[src/rtl/ulpi_phy_responder.sv]
// PHY-side ULPI responder. It services link register reads and writes, accepts transmit
// packets (including chirp), and reports line-state changes to the link as RX CMDs.
module ulpi_phy_responder #(
   parameter logic [7:0] FUN_CTRL_RST = 8'h41,
   parameter logic [7:0] OTG_CTRL_RST = 8'h06
) (
   input  logic        CLK_60M,
   input  logic        RST_A_USB,
   input  logic        USB_RESETN,
   input  logic [7:0]  USB_DATA_I,
   output logic [7:0]  USB_DATA_O,
   output logic        USB_DATA_OE,
   output logic        USB_DIR,
   output logic        USB_NXT,
   input  logic        USB_STP,
   input  logic [1:0]  LINESTATE,
   input  logic [1:0]  VBUS_STATE,
   output logic [7:0]  FUN_CTRL,
   output logic [7:0]  OTG_CTRL,
   output logic        TX_ACTIVE,
   output logic        TX_CHIRP,
   output logic [7:0]  TX_BYTE,
   output logic        TX_BYTE_STRB,
   output logic [15:0] TX_COUNT
);

   typedef enum logic [3:0] {
      IDLE, WR_CMD, WR_DATA, WR_STP, RD_CMD, RD_TURN1, RD_DATA, RD_TURN2,
      RX_TURN1, RX_DATA, RX_TURN2, TX
   } state_t;

   state_t      state_q, state_d;
   logic [5:0]  addr_q, addr_d;
   logic [7:0]  wdata_q, wdata_d;
   logic [7:0]  fun_q, fun_d;
   logic [7:0]  otg_q, otg_d;
   logic [7:0]  scr_q, scr_d;
   logic [3:0]  last_q, last_d;
   logic [3:0]  rxv_q, rxv_d;
   logic [7:0]  tx_byte_q, tx_byte_d;
   logic        tx_strb_q, tx_strb_d;
   logic [15:0] tx_cnt_q, tx_cnt_d;
   logic        tx_first_q, tx_first_d;
   logic [7:0]  rd_data;
   logic [7:0]  fun_base;
   logic        rx_pend;

   always_ff @(posedge CLK_60M or posedge RST_A_USB) begin
      if (RST_A_USB) begin
         state_q    <= IDLE;
         addr_q     <= '0;
         wdata_q    <= '0;
         fun_q      <= FUN_CTRL_RST;
         otg_q      <= OTG_CTRL_RST;
         scr_q      <= '0;
         last_q     <= '0;
         rxv_q      <= '0;
         tx_byte_q  <= '0;
         tx_strb_q  <= 1'b0;
         tx_cnt_q   <= '0;
         tx_first_q <= 1'b0;
      end else begin
         state_q    <= state_d;
         addr_q     <= addr_d;
         wdata_q    <= wdata_d;
         fun_q      <= fun_d;
         otg_q      <= otg_d;
         scr_q      <= scr_d;
         last_q     <= last_d;
         rxv_q      <= rxv_d;
         tx_byte_q  <= tx_byte_d;
         tx_strb_q  <= tx_strb_d;
         tx_cnt_q   <= tx_cnt_d;
         tx_first_q <= tx_first_d;
      end
   end

   // Reads at base, base+1 and base+2 all return the base register.
   always_comb begin
      rd_data = 8'h00;
      case (addr_q)
         6'h04, 6'h05, 6'h06: rd_data = fun_q;
         6'h0A, 6'h0B, 6'h0C: rd_data = otg_q;
         6'h16, 6'h17, 6'h18: rd_data = scr_q;
         default:             rd_data = 8'h00;
      endcase
   end

   always_comb begin
      state_d    = state_q;
      addr_d     = addr_q;
      wdata_d    = wdata_q;
      fun_base   = fun_q & 8'hDF;
      fun_d      = fun_base;
      otg_d      = otg_q;
      scr_d      = scr_q;
      last_d     = last_q;
      rxv_d      = rxv_q;
      tx_byte_d  = tx_byte_q;
      tx_strb_d  = 1'b0;
      tx_cnt_d   = tx_cnt_q;
      tx_first_d = 1'b0;
      rx_pend    = ({VBUS_STATE, LINESTATE} != last_q);

      case (state_q)
         IDLE: begin
            if (USB_DATA_I[7:6] != 2'b00) begin
               addr_d = USB_DATA_I[5:0];
               case (USB_DATA_I[7:6])
                  2'b01: begin
                     state_d    = TX;
                     tx_cnt_d   = '0;
                     tx_first_d = 1'b1;
                  end
                  2'b10:   state_d = WR_CMD;
                  default: state_d = RD_CMD;
               endcase
            end else if (rx_pend) begin
               rxv_d   = {VBUS_STATE, LINESTATE};
               state_d = RX_TURN1;
            end
         end
         WR_CMD:  state_d = WR_DATA;
         WR_DATA: begin
            wdata_d = USB_DATA_I;
            state_d = WR_STP;
         end
         WR_STP: begin
            // Without STP closing the write the data byte is dropped.
            if (USB_STP) begin
               case (addr_q)
                  6'h04:   fun_d = wdata_q;
                  6'h05:   fun_d = fun_base | wdata_q;
                  6'h06:   fun_d = fun_base & ~wdata_q;
                  6'h0A:   otg_d = wdata_q;
                  6'h0B:   otg_d = otg_q | wdata_q;
                  6'h0C:   otg_d = otg_q & ~wdata_q;
                  6'h16:   scr_d = wdata_q;
                  6'h17:   scr_d = scr_q | wdata_q;
                  6'h18:   scr_d = scr_q & ~wdata_q;
                  default: ;
               endcase
            end
            state_d = IDLE;
         end
         RD_CMD:   state_d = RD_TURN1;
         RD_TURN1: state_d = RD_DATA;
         RD_DATA:  state_d = RD_TURN2;
         RD_TURN2: state_d = IDLE;
         RX_TURN1: state_d = RX_DATA;
         RX_DATA: begin
            last_d  = rxv_q;
            state_d = RX_TURN2;
         end
         RX_TURN2: state_d = IDLE;
         TX: begin
            // The TXCMD cycle itself carries no payload byte.
            if (USB_STP) begin
               state_d = IDLE;
            end else if (!tx_first_q) begin
               tx_byte_d = USB_DATA_I;
               tx_strb_d = 1'b1;
               if (tx_cnt_q != 16'hFFFF) tx_cnt_d = tx_cnt_q + 16'd1;
            end
         end
         default: state_d = IDLE;
      endcase

      if (!USB_RESETN) begin
         state_d    = IDLE;
         addr_d     = '0;
         wdata_d    = '0;
         fun_d      = FUN_CTRL_RST;
         otg_d      = OTG_CTRL_RST;
         scr_d      = '0;
         last_d     = '0;
         rxv_d      = '0;
         tx_byte_d  = '0;
         tx_strb_d  = 1'b0;
         tx_cnt_d   = '0;
         tx_first_d = 1'b0;
      end
   end

   // Bus controls decode straight from the state so an async reset drops them at once.
   always_comb begin
      USB_DIR     = 1'b0;
      USB_NXT     = 1'b0;
      USB_DATA_OE = 1'b0;
      USB_DATA_O  = 8'h00;
      case (state_q)
         WR_CMD, WR_DATA, RD_CMD, TX: USB_NXT = 1'b1;
         RD_TURN1, RX_TURN1:          USB_DIR = 1'b1;
         RD_DATA: begin
            USB_DIR     = 1'b1;
            USB_DATA_OE = 1'b1;
            USB_DATA_O  = rd_data;
         end
         RX_DATA: begin
            USB_DIR     = 1'b1;
            USB_DATA_OE = 1'b1;
            USB_DATA_O  = {4'b0000, rxv_q};
         end
         default: ;
      endcase
   end

   assign FUN_CTRL     = fun_q;
   assign OTG_CTRL     = otg_q;
   assign TX_ACTIVE    = (state_q == TX);
   assign TX_CHIRP     = TX_ACTIVE && (fun_q[4:3] == 2'b10);
   assign TX_BYTE      = tx_byte_q;
   assign TX_BYTE_STRB = tx_strb_q;
   assign TX_COUNT     = tx_cnt_q;

endmodule

[config.mk]
export PLATFORM = sky130hd
export DESIGN_NAME = ulpi_phy_responder
export DESIGN_NICKNAME = d
export VERILOG_FILES = /design/src/rtl/ulpi_phy_responder.sv
export SDC_FILE = /design/constraint.sdc
export NUM_CORES = 1
export LEC_CHECK = 0
export ABC_CLOCK_PERIOD_IN_PS = 3400
export CORE_ASPECT_RATIO = 0.6
export CORE_MARGIN = 4
export CORE_UTILIZATION = 30
export DETAILED_ROUTE_END_ITERATION = 8
export GPL_ROUTABILITY_DRIVEN = 0
export GPL_TIMING_DRIVEN = 0
export HOLD_SLACK_MARGIN = 0.08
export SLEW_MARGIN = 0
export SYNTH_ARGS = -nofsm -noshare
export SYNTH_HDL_FRONTEND = slang
export SYNTH_SLANG_ARGS = --single-unit
[constraint.sdc]
create_clock -name CLK_60M -period 3.4 [get_ports CLK_60M]
set_input_delay 0.68 -clock CLK_60M [delete_from_list [all_inputs] [get_ports CLK_60M]]
set_output_delay 0.68 -clock CLK_60M [all_outputs]
set_load 0.02 [all_outputs]
==> flow_summary.ini <==
[outcome]
status = complete, no violations

[clock_tree]
cts.sinks = 76
clk_latency_ns = 0.34
cts_tree = built
cts_hold_buf = 0
root_buffer = clkbuf_16
htreeDepth = 3
cts-buffers-inserted = 9
clkSlewWorstSetupHoldPaths_ns = 0.06
cts.path.max_buffers = 2

[grt]
antenna_found_initial = 0
overflow = 0
grt_use_total_pct = 17.44
grt_max_degree = 43
grt_pass1_vias = 3949
grt_pass1_wl_mm = 22.07

[yosys]
synth_cells = 453
netlist_area_mm2 = 0.004190
syn_nets = 473
synth_area_leaders = dfrtp_1 43%, nand2_1 6.5%, a21oi_1 4.8%
ys_types = 66
synth_warnings = 0
yosysTopAreaCellShare_pct = 43.00
synth_edf_count = 0
dominantRegCellSynth = dfrtp_1
syn_area_per_cell_um2 = 9.250
async_flop_share_pct = 100.0
ys_ff_latch = 76
synth-seq-area-share_pct = 45.51
synth_top_area_cell = dfrtp_1

[detailed_routing]
drtPass1Iterations = 5
ant_nets = 0
vias_per_cell = 5.632
drt_iter0_drc = 502
drc = 0
wl_per_cell_um = 18.83
num_vias = 4117
wl_mm = 13.76

[setup_path]
r2r_cells = 6
crit_required_ns = 2.72
cp_max_fo = 8
ff2ff_setup_slack_ns = 0.90
r2r-start = state_q[2]
crit_type = register to output port
cp-startpoint = addr_q[0]
cp-end-kind = output port
worstSetupEndpoint = USB_DATA_O[2]
worstPathArrival_ns = 2.61
worstReg2RegEnd = TX_COUNT[13]
start_kind = register

[pwr]
p_per_area_mw_per_mm2 = 479.0
p_leak_nw = 2.061
irDropWorstVdd_v = 0.0002165

[final_layout]
area_growth_pct = 30.58
utilization_pct = 40.03
final_common_cell = nand2_1
multi_input_area_mm2 = 0.002145
layout_common_cells = 73 x nand2_1, 72 x dfrtp_1, 59 x clkdlybuf4s50_1
final_area_mm2 = 0.005472
num_antenna_cells = 0
layout-drive-gt1-share_pct = 8.349
final-seq-area_mm2 = 0.001907
nFillCells = 1356
layout.nets = 554

[floorplan]
core_area_mm2 = 0.01367
rows = 33
initial_core_util_pct = 30.66
die_w_um = 160.6
fp.dieH_um = 99.55
dieArea_mm2 = 0.01598
ioPinCount = 70

[timing]
slew_headroom_pct = 39.85
finalWorstSetupSlack_ns = 0.1092
finalCritPeriodShare_pct = 96.79
rsz0062_at_grt = false
min_period_ns = 3.291
maxSlewViolCount = 0
finalSetupViolCount = 0
fmax_mhz = 303.9
max_slew.worst_pin.slew_ns = 0.8953
finalClockSkew_ns = 0.008154
hold_viol = 0

[place]
portBuffers = 67
hpwl_mm = 10.13
placed_area_mm2 = 0.005131
post-place-ws_ns = -0.3826

[flow_run]
drv_cap = 0

[min_path]
min_path_type = register to register
## cell type report
| class | instances | share of cell area (%) |
|---|---|---|
| well taps | 192 | 4.391 |
| plain buffers | 29 | 2.424 |
| clock inverters | 5 | 0.6632 |
| clock buffers | 11 | 4.436 |
| multi-input cells | 335 | 39.20 |
| repair buffers | 70 | 13.10 |
| flip-flops and latches | 76 | 34.85 |
| inverters | 13 | 0.9376 |
## synth_stat cells (8+ instances only)
master	instances
nand2_1	73
dfrtp_1	72
a21oi_1	40
nor2_1	20
clkbuf_1	19
o21ai_0	19
a221o_1	13
inv_1	12
nor3b_1	12
nand3_1	11
o211ai_1	11
a222oi_1	8
a31oi_1	8
## worst min path at each step
stage / start / to / slack (ns) / cells after the start
global placement: scr_q[7] / scr_q[7] / 0.52 / 1
floorplan: scr_q[0] / scr_q[0] / 0.49 / 1
finish: scr_q[4] / scr_q[4] / 0.53 / 1
detailed placement: scr_q[2] / scr_q[2] / 0.52 / 1
CTS: scr_q[4] / scr_q[4] / 0.53 / 1
global route: scr_q[4] / scr_q[4] / 0.54 / 1
## state kept, by name (all words and copies together) (netlist names)
name,flops
FUN_CTRL,8
OTG_CTRL,8
TX_BYTE,8
TX_BYTE_STRB,1
TX_COUNT,16
addr_q,6
last_q,4
rxv_q,4
scr_q,8
state_q,4
tx_first_q,1
wdata_q,8
## critical path, cell delays in order, from the launching register on
cell and delay [ns]:
dfrtp_1 0.36, clkbuf_1 0.23, or3b_2 0.58, a21oi_4 0.25, o311ai_4 0.22, a22oi_1 0.28
clkdlybuf4s15_1 0.34
## per-stage QoR
stage	std cells	setup TNS (ns)	total power, mW	hold slack [ns]
after floorplan	453	0	1.480	0.4926
after global placement	712	-41.97	1.686	0.5181
after detailed placement	713	-2.385	1.707	0.5238
after CTS	731	0	2.631	0.5345
after global routing	731	0	2.770	0.5394
final	731	0	2.621	0.5290
## routing by layer
metal / global-route usage [%] / vias to the layer above / wire length [µm]
li1: - / 1876 / -
met1: 28.29 / 2026 / 7195
met2: 21.96 / 198 / 5290
met3: 4.555 / 17 / 1090
met4: 4.825 / 0 / 185
met5: 0 / - / 0
## where the power goes
group	total, mW	leakage, nW	switching, mW	internal [mW]
clock	0.887	0.128	0.372	0.515
combinational	0.671	0.897	0.426	0.245
sequential	1.06	1.04	0.0952	0.967
total	2.62	2.06	0.894	1.73
## cells by family (layout without fill, tap and decap cells)
family	Yosys count	in the layout	share of synthesized area (%)
AOI/OAI and AO/OA	150	150	25.56
muxes	7	7	1.702
buffers and inverters	42	128	4.150
and+or+nand+nor	168	168	20.63
DFF	76	76	45.51
adders and majority gates	4	4	1.194
xor gates and xnor gates	6	6	1.254
## what timing repair did
item / CTS / global route
hold endpoints to repair: 0 / 0
setup buffers: 2 / 0
gates resized for setup: 15 / 2
endpoints found under the setup margin: 8 / 4
pin swaps: 1 / 1
Note: power is estimated with default switching activity, not from simulation.
